**src/rtl/demux14_reg.sv**
```systemverilog
`default_nettype none
// ============================================================================
// Module   : demux14_reg
// Brief    : Registered 1-to-4 valid/ready stream demux, select or round-robin.
// Revision : 1.0 - initial release
// ============================================================================
module demux14_reg #(
    parameter int WIDTH = 8
) (
    input  logic               clk,
    input  logic               rst_n,
    input  logic               in_valid,
    output logic               in_ready,
    input  logic [WIDTH-1:0]   in_data,
    input  logic [1:0]         in_sel,
    input  logic               mode,
    output logic [3:0]         out_valid,
    input  logic [3:0]         out_ready,
    output logic [4*WIDTH-1:0] out_data,
    output logic [1:0]         rr_ptr,
    output logic [15:0]        beat_cnt
);

    localparam int c_NUM_CH = 4;

    logic [1:0]       r_rr_ptr;
    logic [15:0]      r_beat_cnt;
    logic [3:0]       r_valid;
    logic [WIDTH-1:0] r_data [c_NUM_CH];

    logic [1:0]       w_target;
    logic             w_accept;

    assign w_target = mode ? r_rr_ptr : in_sel;
    // A full target channel still accepts when its consumer drains this cycle.
    assign in_ready = !r_valid[w_target] | out_ready[w_target];
    assign w_accept = in_valid & in_ready;

    generate
        for (genvar k = 0; k < c_NUM_CH; k++) begin : g_chan
            always_ff @(posedge clk or negedge rst_n) begin
                if (!rst_n) begin
                    r_valid[k] <= 1'b0;
                    r_data[k]  <= '0;
                end else if (w_accept && (w_target == 2'(k))) begin
                    r_valid[k] <= 1'b1;
                    r_data[k]  <= in_data;
                end else if (r_valid[k] && out_ready[k]) begin
                    r_valid[k] <= 1'b0;
                end
            end

            assign out_data[k*WIDTH +: WIDTH] = r_data[k];
        end
    endgenerate

    always_ff @(posedge clk or negedge rst_n) begin
        if (!rst_n) begin
            r_rr_ptr   <= 2'd0;
            r_beat_cnt <= 16'd0;
        end else if (w_accept) begin
            r_beat_cnt <= r_beat_cnt + 16'd1;
            if (mode) begin
                r_rr_ptr <= r_rr_ptr + 2'd1;
            end
        end
    end

    assign out_valid = r_valid;
    assign rr_ptr    = r_rr_ptr;
    assign beat_cnt  = r_beat_cnt;

endmodule
`default_nettype wire

```
**config.mk**
```make
export PLATFORM = sky130hd
export DESIGN_NAME = demux14_reg
export DESIGN_NICKNAME = d
export VERILOG_FILES = /design/src/rtl/demux14_reg.sv
export SDC_FILE = /design/constraint.sdc
export NUM_CORES = 1
export LEC_CHECK = 0
export BUFFER_PORTS_ARGS = -buffer_cell sky130_fd_sc_hd__buf_2
export CAP_MARGIN = 30
export CORE_UTILIZATION = 45
export CTS_CLUSTER_DIAMETER = 120
export DETAILED_ROUTE_END_ITERATION = 7
export PLACE_DENSITY = 0.74
export SLEW_MARGIN = 20
export SYNTH_ARGS = -nofsm -noshare
export SYNTH_HDL_FRONTEND = slang
export SYNTH_SLANG_ARGS = --single-unit
```
**constraint.sdc**
```tcl
create_clock -name clk -period 4.9 [get_ports clk]
set_input_delay 0.245 -clock clk [delete_from_list [all_inputs] [get_ports clk]]
set_output_delay 0.245 -clock clk [all_outputs]
set_load 0.01 [all_outputs]
```
### After elaboration in Yosys (flattened, before gate mapping)

Index checks and enable logic that the tools add are counted.

* add/sub/neg operators: 2
* magnitude comparators: 1
* eq/ne operators: 3
* mux-type cells: 13
* bitwise operators: 2
* reduce and logical (&&, ||, !) cells: 15

Operators with widths (number)
* $add A16 B1 Y16 const B: 1
* $mux W1: 10
* $logic_and A1 B1 Y1: 8
* $reduce_bool A2 Y1: 4
* $bmux W1 S2: 2
* $eq A2 B2 Y1 const B: 2
* $lt A2 B3 Y1 const B: 1
* $add A2 B1 Y2 const B: 1
* $eq A2 B1 Y1 const B: 1
* $logic_not A2 Y1: 1
* $mux W2: 1
* $reduce_and A2 Y1: 1
* $and A1 B1 Y1: 1
* $logic_not A1 Y1: 1
* $or A1 B1 Y1: 1

* bits in registers: 54
* input port bits: 18
* output and inout port bits: 55
* logic and storage cells: 46

### Depth between registers and ports, before layout

Gate-level depths: netlist (run 1).

* depth after elaboration: 8
* gate-level depth with buffers: 6
* gate-level depth less buffers: 5

### Worst setup path before layout (run 1)

Ideal clock, no wire load.

* path type: reg-to-reg
* start point: register r_rr_ptr[0] (netlist: rr_ptr[0])
* end point: register r_beat_cnt[7] (netlist: beat_cnt[7])
* library setup time: 0.126 ns
* arrival time: 1.556 ns
* required time: 4.774 ns
* path slack: 3.218 ns
* stages on the path, launching flop included: 7
* path buffers: 1
* clock period less this slack: 1.682 ns
* path through: dfrtp_1 mux2i_1 nand2_1 o22ai_2 buf_6 nand3_1 xnor2_1

* cells in the longest elaborated chain, start to end: 6
* elaborated cells between the ends (all ways): 8
* those cells by class: mux: 5; bitwise: 2; reduce/logical: 1

Ends and longest elaborated chain
* from (decl): RTL line 26 `logic [1:0] r_rr_ptr;`
* from (signal assigned): RTL line 64 `r_rr_ptr <= r_rr_ptr + 2'd1;`
* $mux W2 *: RTL line 34 `assign w_target = mode ? r_rr_ptr : in_sel;`
* $bmux W1 S2: RTL line 36 `assign in_ready = !r_valid[w_target] | out_ready[w_target];`
* $mux W1 (not written as such): RTL line 36
* $logic_not A1 Y1: RTL line 36
* $or A1 B1 Y1 *: RTL line 36
* $and A1 B1 Y1 *: RTL line 37 `assign w_accept = in_valid & in_ready;`
* to (signal assigned): RTL line 62 `r_beat_cnt <= r_beat_cnt + 16'd1;`
* to (decl): RTL line 27 `logic [15:0] r_beat_cnt;`

Mark *: on every way between the ends. The rest lies on a longest branch, timed or not. The select of a mux whose other input is x is not followed.
A chain may end at the register's enable or synchronous reset.

### Final worst setup path (run 1)

* start point: register r_rr_ptr[0] (netlist: rr_ptr[0])
* end point: register r_beat_cnt[13] (netlist: beat_cnt[13])

Same word-level chain as after synthesis.

==> results of run 1 <==
worst paths after layout:
path                                           from                        to  slack (ps)  depth (start not counted)
max                           rr_ptr[0]$_DFFE_PN0P_  beat_cnt[13]$_DFFE_PN0P_        2810                          5
min                                           rst_n   beat_cnt[5]$_DFFE_PN0P_          50                          2
max reg2reg                   rr_ptr[0]$_DFFE_PN0P_  beat_cnt[13]$_DFFE_PN0P_        2810                          5
min reg2reg                beat_cnt[15]$_DFFE_PN0P_  beat_cnt[15]$_DFFE_PN0P_         470                          1
max in group asynchronous                     rst_n   beat_cnt[6]$_DFFE_PN0P_        4400                          2
min in group clk                         in_data[0]  out_data[24]$_DFFE_PN0P_         210                          2
logic make-up (layout without fill, tap and decap cells):
kind of cell / count (synthesis) / after routing / share of synthesized area, %
mux: 38 / 38 / 19.8
xor+xnor: 17 / 17 / 6.79
buf+inv: 1 / 81 / 0.513
simple gates: 40 / 40 / 10.2
compound gates: 1 / 1 / 0.570
fa+ha+maj: 1 / 1 / 0.570
flops: 54 / 54 / 61.6
critical path: stages, from the launching register on:
cell	delay (ps)
dfrtp_1	430
mux2i_1	410
nand2_1	140
o22ai_2	610
nand4_1	210
xnor2_1	180
cells in the mapped netlist:
library cell	instances	share of area (%)
dfrtp_1	54	62
mux2_2	28	14
xnor2_1	15	6.0
nand2_1	9	1.5
nand3_1	7	1.6
nand4_1	7	2.0
and3_1	6	1.7
mux2_1	5	2.6
nand2b_1	5	1.4
mux2i_1	4	1.8
xor2_1	2	0.80
and2_1	1	0.29
and4_1	1	0.40
buf_6	1	0.51
ha_1	1	0.57
mux2i_4	1	1.0
nand3b_1	1	0.34
nand4b_1	1	0.40
nor2_1	1	0.17
nor2b_1	1	0.29
o22ai_2	1	0.57
routing by layer:
metal	vias up	track usage, %
met1	737	23.6
li1	691	-
met5	-	0
met2	49	26.0
met3	6	4.78
met4	0	6.10
cell usage in the layout (no fill, tap or decap):
| cell | Yosys | routed |
|---|---|---|
| nor2b_1 | 1 | 1 |
| nand2b_1 | 5 | 5 |
| o22ai_2 | 1 | 1 |
| and3_1 | 6 | 6 |
| nor2_1 | 1 | 1 |
| nand3_1 | 7 | 7 |
| ha_1 | 1 | 1 |
| and4_1 | 1 | 1 |
| nand3b_1 | 1 | 1 |
| buf_4 | 0 | 1 |
| and2_1 | 1 | 1 |
| mux2_1 | 5 | 5 |
| xnor2_1 | 15 | 15 |
| xor2_1 | 2 | 2 |
| nand2_1 | 9 | 9 |
| nand4_1 | 7 | 7 |
| buf_2 | 0 | 72 |
| nand4b_1 | 1 | 1 |
| mux2i_1 | 4 | 4 |
| clkbuf_8 | 0 | 6 |
| mux2i_4 | 1 | 1 |
| clkinv_4 | 0 | 2 |
| dfrtp_1 | 54 | 54 |
| mux2_2 | 28 | 28 |
power groups by stage:
stage | combinational (mW) | sequential, mW | clock [mW]
after CTS | 0.577 | 0.729 | 0.271
after global placement | 0.561 | 0.733 | 0
after floorplan | 0.244 | 0.821 | 0
after global routing | 0.619 | 0.754 | 0.289
final | 0.570 | 0.729 | 0.263
after detailed placement | 0.576 | 0.737 | 0
final cells by class:
| class | count | share of cell area (%) |
|---|---|---|
| clock buffers | 6 | 3.04 |
| repair buffers | 73 | 13.5 |
| multi-input cells | 97 | 30.6 |
| clock inverters | 2 | 0.645 |
| well taps | 54 | 2.49 |
| flip-flops and latches | 54 | 49.7 |
per-stage QoR:
| step | cells | utilization (%) | total power [mW] | hold slack, ps | setup slack (ps) |
|---|---|---|---|---|---|
| after global placement | 278 | 55.8 | 1.29 | 412 | 2880 |
| after detailed placement | 278 | 55.8 | 1.31 | 413 | 2810 |
| after CTS | 286 | 57.9 | 1.58 | 81.9 | 2820 |
| final | 286 | 57.9 | 1.56 | 52.0 | 2810 |
| after floorplan | 152 | - | 1.06 | -50.6 | 3220 |
| after global routing | 286 | 57.9 | 1.66 | 107 | 2590 |
sequential cells by signal, indices dropped and copies added (netlist names):
register	count
beat_cnt	16
out_data	32
out_valid	4
rr_ptr	2
==> impl_metrics.csv, run 1 <==
group,metric,value,unit
power,power_density,575,mW/mm^2
place,port_buffers,72,
drt,drt_iter0_markers,91,
clocking,clk_latency,300,ps
power,power_frac_comb,36.5,%
synth,ys_warn_count,0,
power,p_sw_share,34.2,%
synth,synth_area,0.00219,sq mm
clocking,cts_root_buf,"clkbuf_8",
clocking,htree_levels,2,
layout,insertedDiodeCount,0,
global_route,antenna_found_initial,0,
floorplan,die_w,71.8,microns
timing,fin_crit_sh,42.7,%
status,violations,"DRC",
floorplan,fp-row-count,25,
clocking,cts_buffers,5,
drt,drcViolationCount,1,
clocking,clock_path_buffers,2,
global_route,grt_max_degree,55,
clocking,cts.sinks,54,
power,ir_drop,0.000293,V
floorplan,pin_count,73,
layout,area_growth_syn_to_layout,23.9,%
synth,syn_inst,152,
floorplan,dieArea,0.00516,sq mm
setup_path,crit_path_end_kind,"flip-flop",
synth,synth_cell_type_count,21,
synth,yosysSeqAreaShare,61.6,%
clocking,cts_resized,0,
timing,final.setup.tns,0,ps
drt,wl_met2,1990,microns
floorplan,core_area,0.00469,sq mm
timing,rsz0062_at_grt,"no",
timing,skew,2.76,ps
drt,route.layer.met1.wl,2030,microns
power,p_sw,0.534,mW
clocking,cts_tree,"built",
clocking,postCtsSetupBuffers,0,
power,p_leak,1.36,nW
synth,avgSynthCellArea,14.4,sq um
drt,wl_met3,190,microns
setup_path,path_class,"reg2reg",
layout,multiInputGateArea,831,sq um
layout,nNetsFinal,250,
power,intPower,1.03,mW
layout,design_area,0.00272,sq mm
power,p_clk_share,16.9,%
layout,fillers,393,
status,status,"complete, but fails checks",
drt,drt_pass1_iterations,8,
setup_path,cp.required,5080,ps
setup_path,critPathLaunchType,"flip-flop",
floorplan,initial_core_util,46.7,%
setup_path,crit_arrival,2280,ps
power,power_frac_seq,46.6,%
drt,drt_wl_total,4270,microns
timing,max_freq,477,MHz
drt,ant_nets,0,
hold_path,hp-class,"in2async",
place,gp_congestion,0.777,
flow_run,maxCapViolCount,0,
global_route,grt_pass1_wl,6690,microns
synth,synth_nets,171,
clocking,cts_hold_buf,0,
timing,slew_headroom,51.1,%
place,dpl-instance-area,0.00262,sq mm
timing,drv_slew,0,
global_route,grt_overflow,0,
layout,drive_above_1_share,47.8,%
timing,setup_viol,0,
synth,synth_seq_cells,54,
drt,viasPerCell,5.19,
drt,vias,1483,
global_route,grt_pass1_vias,1382,
timing,period_minus_slack,2090,ps
floorplan,die_y,71.8,microns
layout,final-seq-area,0.00135,sq mm
setup_path,crit_path_max_fanout,17,
timing,finalHoldViolations,0,
drt,dr.max_layer_used,"met4",
drt,routedWlPerCell,14.9,microns
timing,worstMarginPinSlew,733,ps
global_route,grt_util_all_layers,17.1,%
place,hpwl,2940,microns
clocking,path_clk_slew,100,ps
Power figures use the tool's default switching activity.
==> run 2, diff against run 1 <==
clock period = 2.15 ns   (was 4.9 ns; I/O delays follow)
==> run 2 against run 1 <==
  * The run still ends with DRC left
  * Global-route usage hardly changed
  * Setup slack worse by 2500 ps
  * Final cell count up 1.4%
  * Worst hold slack is essentially flat
  * Die area stayed put
  * Critical path depth is 1 higher
  * Utilization grew 1.5 points
  * First-iteration DRC count is 3.3% lower
  * Via count grew 0.47%
  * Clock-buffer cell count is 1 lower
==> impl_metrics.csv, run 2 (same netlist as run 1, synthesis figures left out) <==
group,metric,value,unit
layout,drive_above_1_share,48.3,%
power,p_leak,1.38,nW
place,pre_cts_ws,289,ps
setup_path,critPathLaunchType,"flip-flop",
setup_path,ff2ff_path_depth,6,
layout,final_cell_mix,"buf_2, dfrtp_1, mux2_2",
setup_path,cp.required,2340,ps
setup_path,r2r_end,"beat_cnt[10]$_DFFE_PN0P_",
global_route,grt_overflow,0,
place,hpwl,2960,microns
floorplan,pin_count,73,
flow_run,maxCapViolCount,0,
setup_path,crit_path_max_fanout,13,
timing,rsz0062_at_grt,"no",
timing,skew,6.91,ps
global_route,grt_pass1_wl,6680,microns
drt,drt_wl_total,4200,microns
drt,drcViolationCount,4,
status,violations,"DRC",
status,status,"complete, but fails checks",
global_route,grt_max_degree,55,
global_route,antenna_found_initial,0,
setup_path,slowest_stage,"dfrtp_1",
clocking,cts_root_buf,"clkbuf_8",
clocking,clock_path_buffers,2,
setup_path,crit_path_cell_trace,"mux2i_1, nand2_1, o22ai_2, buf_12, nand4_1, xnor2_1",
drt,ant_nets,0,
drt,vias,1490,
clocking,clk_latency,300,ps
floorplan,dieArea,0.00516,sq mm
setup_path,startpoint,"rr_ptr[0]$_DFFE_PN0P_",
timing,period_minus_slack,1840,ps
power,ir_drop,0.000644,V
floorplan,die_w,71.8,microns
drt,viasPerCell,5.14,
setup_path,critPathTopFamily,"flip-flops",
setup_path,reg2reg_from,"rr_ptr[0]$_DFFE_PN0P_",
clocking,path_clk_slew,90,ps
timing,drv_slew,0,
setup_path,path_class,"reg2reg",
timing,slew_headroom,69.1,%
setup_path,cp.depth,6,
floorplan,fp-row-count,25,
layout,final-instance-count-excl-fill,290,
floorplan,core_area,0.00469,sq mm
drt,drt_pass1_iterations,8,
layout,insertedDiodeCount,0,
layout,final_common_cell,"buf_2",
floorplan,initial_core_util,46.7,%
global_route,grt_pass1_vias,1371,
timing,finalHoldViolations,0,
timing,worstMarginPinSlew,450,ps
setup_path,worst-r2r-setup-slack,310,ps
timing,max_freq,542,MHz
hold_path,hp-class,"in2reg",
floorplan,die_y,71.8,microns
clocking,cts_tree,"built",
setup_path,crit_path_end_kind,"flip-flop",
clocking,cts.sinks,54,
layout,area_growth_syn_to_layout,27.2,%
setup_path,critPathCapture,"beat_cnt[10]$_DFFE_PN0P_",
timing,final.setup.tns,0,ps
layout,nNetsFinal,254,
place,port_buffers,72,
place,gp_congestion,0.784,
timing,setup_viol,0,
setup_path,crit_arrival,2040,ps
setup_path,critical_path_buf_inv_count,1,
timing,setup_slack,307,ps
clocking,htree_levels,2,
place,placed_cells,281,
clocking,cts_buffers,5,
timing,fin_crit_sh,85.7,%
drt,drt_iter0_markers,88,
layout,largest_reg_flops,32,
drt,routedWlPerCell,14.5,microns
power,power_density,1320,mW/mm^2
setup_path,cpPeakStageDelay,430,ps
global_route,grt_util_all_layers,17.1,%
[run 2: cell count changes in the layout (fill, tap and decap cells not counted), sizes merged]
cell | previous run | this run
clkinv | 2 | 0
buf | 73 | 76
bufinv | 0 | 1
clkinvlp | 0 | 2
clkbuf | 6 | 5
dlygate4sd3 | 0 | 1
[run 2: per-stage QoR]
stage | cell area, sq um | hold WS, ps | power (mW) | util [%]
final | 2790 | 52.0 | 3.67 | 59.4
after detailed placement | 2670 | 124 | 3.04 | 56.8
after global routing | 2790 | 46.6 | 3.92 | 59.4
after floorplan | 2190 | -188 | 2.43 | -
after global placement | 2670 | 126 | 3.00 | 56.8
after CTS | 2790 | 46.3 | 3.72 | 59.4
[run 2: repair_timing]
action,in CTS,in global routing
setup buffers,0,0
hold endpoints to repair,54,0
resized for setup,0,0
hold buffers,1,0
[run 2: power by group]
group / internal [mW] / switching [mW]
combinational: 0.690 / 0.648
sequential: 1.42 / 0.242
clock: 0.346 / 0.326
[run 2: worst reg2reg max path, stage by stage (launching register included)]
cell and delay (ps):
dfrtp_1 430, mux2i_1 400, nand2_1 120, o22ai_2 330
buf_12 180, nand4_1 120, xnor2_1 150
[run 2: layout make-up]
class / instances / area [sq um]
clock buffer: 5 / 68.8
clock inverter: 3 / 45.0
fill: 397 / 1900
multi-input combinational: 97 / 831
sequential: 54 / 1350
tap: 54 / 67.6
timing repair buffer: 77 / 425
[run 2: how the worst min path moves through the flow]
stage,start,to,slack [ps],cells after the start
floorplan,rst_n,beat_cnt[0]$_DFFE_PN0P_,-190,0
global placement,rst_n,rr_ptr[1]$_DFFE_PN0P_,130,2
detailed placement,rst_n,rr_ptr[0]$_DFFE_PN0P_,120,2
CTS,in_data[0],out_data[24]$_DFFE_PN0P_,50,2
global route,in_data[0],out_data[24]$_DFFE_PN0P_,50,2
finish,in_data[0],out_data[24]$_DFFE_PN0P_,50,2
[run 2: metal layers]
layer / share of wire (%) / global-route usage [%] / routed length [microns] / up-vias
met5: 0 / 0 / 0 / -
met4: 1.4 / 5.88 / 59 / 0
met3: 4.9 / 5.06 / 204 / 6
met2: 46 / 25.1 / 1930 / 49
met1: 48 / 24.5 / 2000 / 734
li1: - / - / - / 701
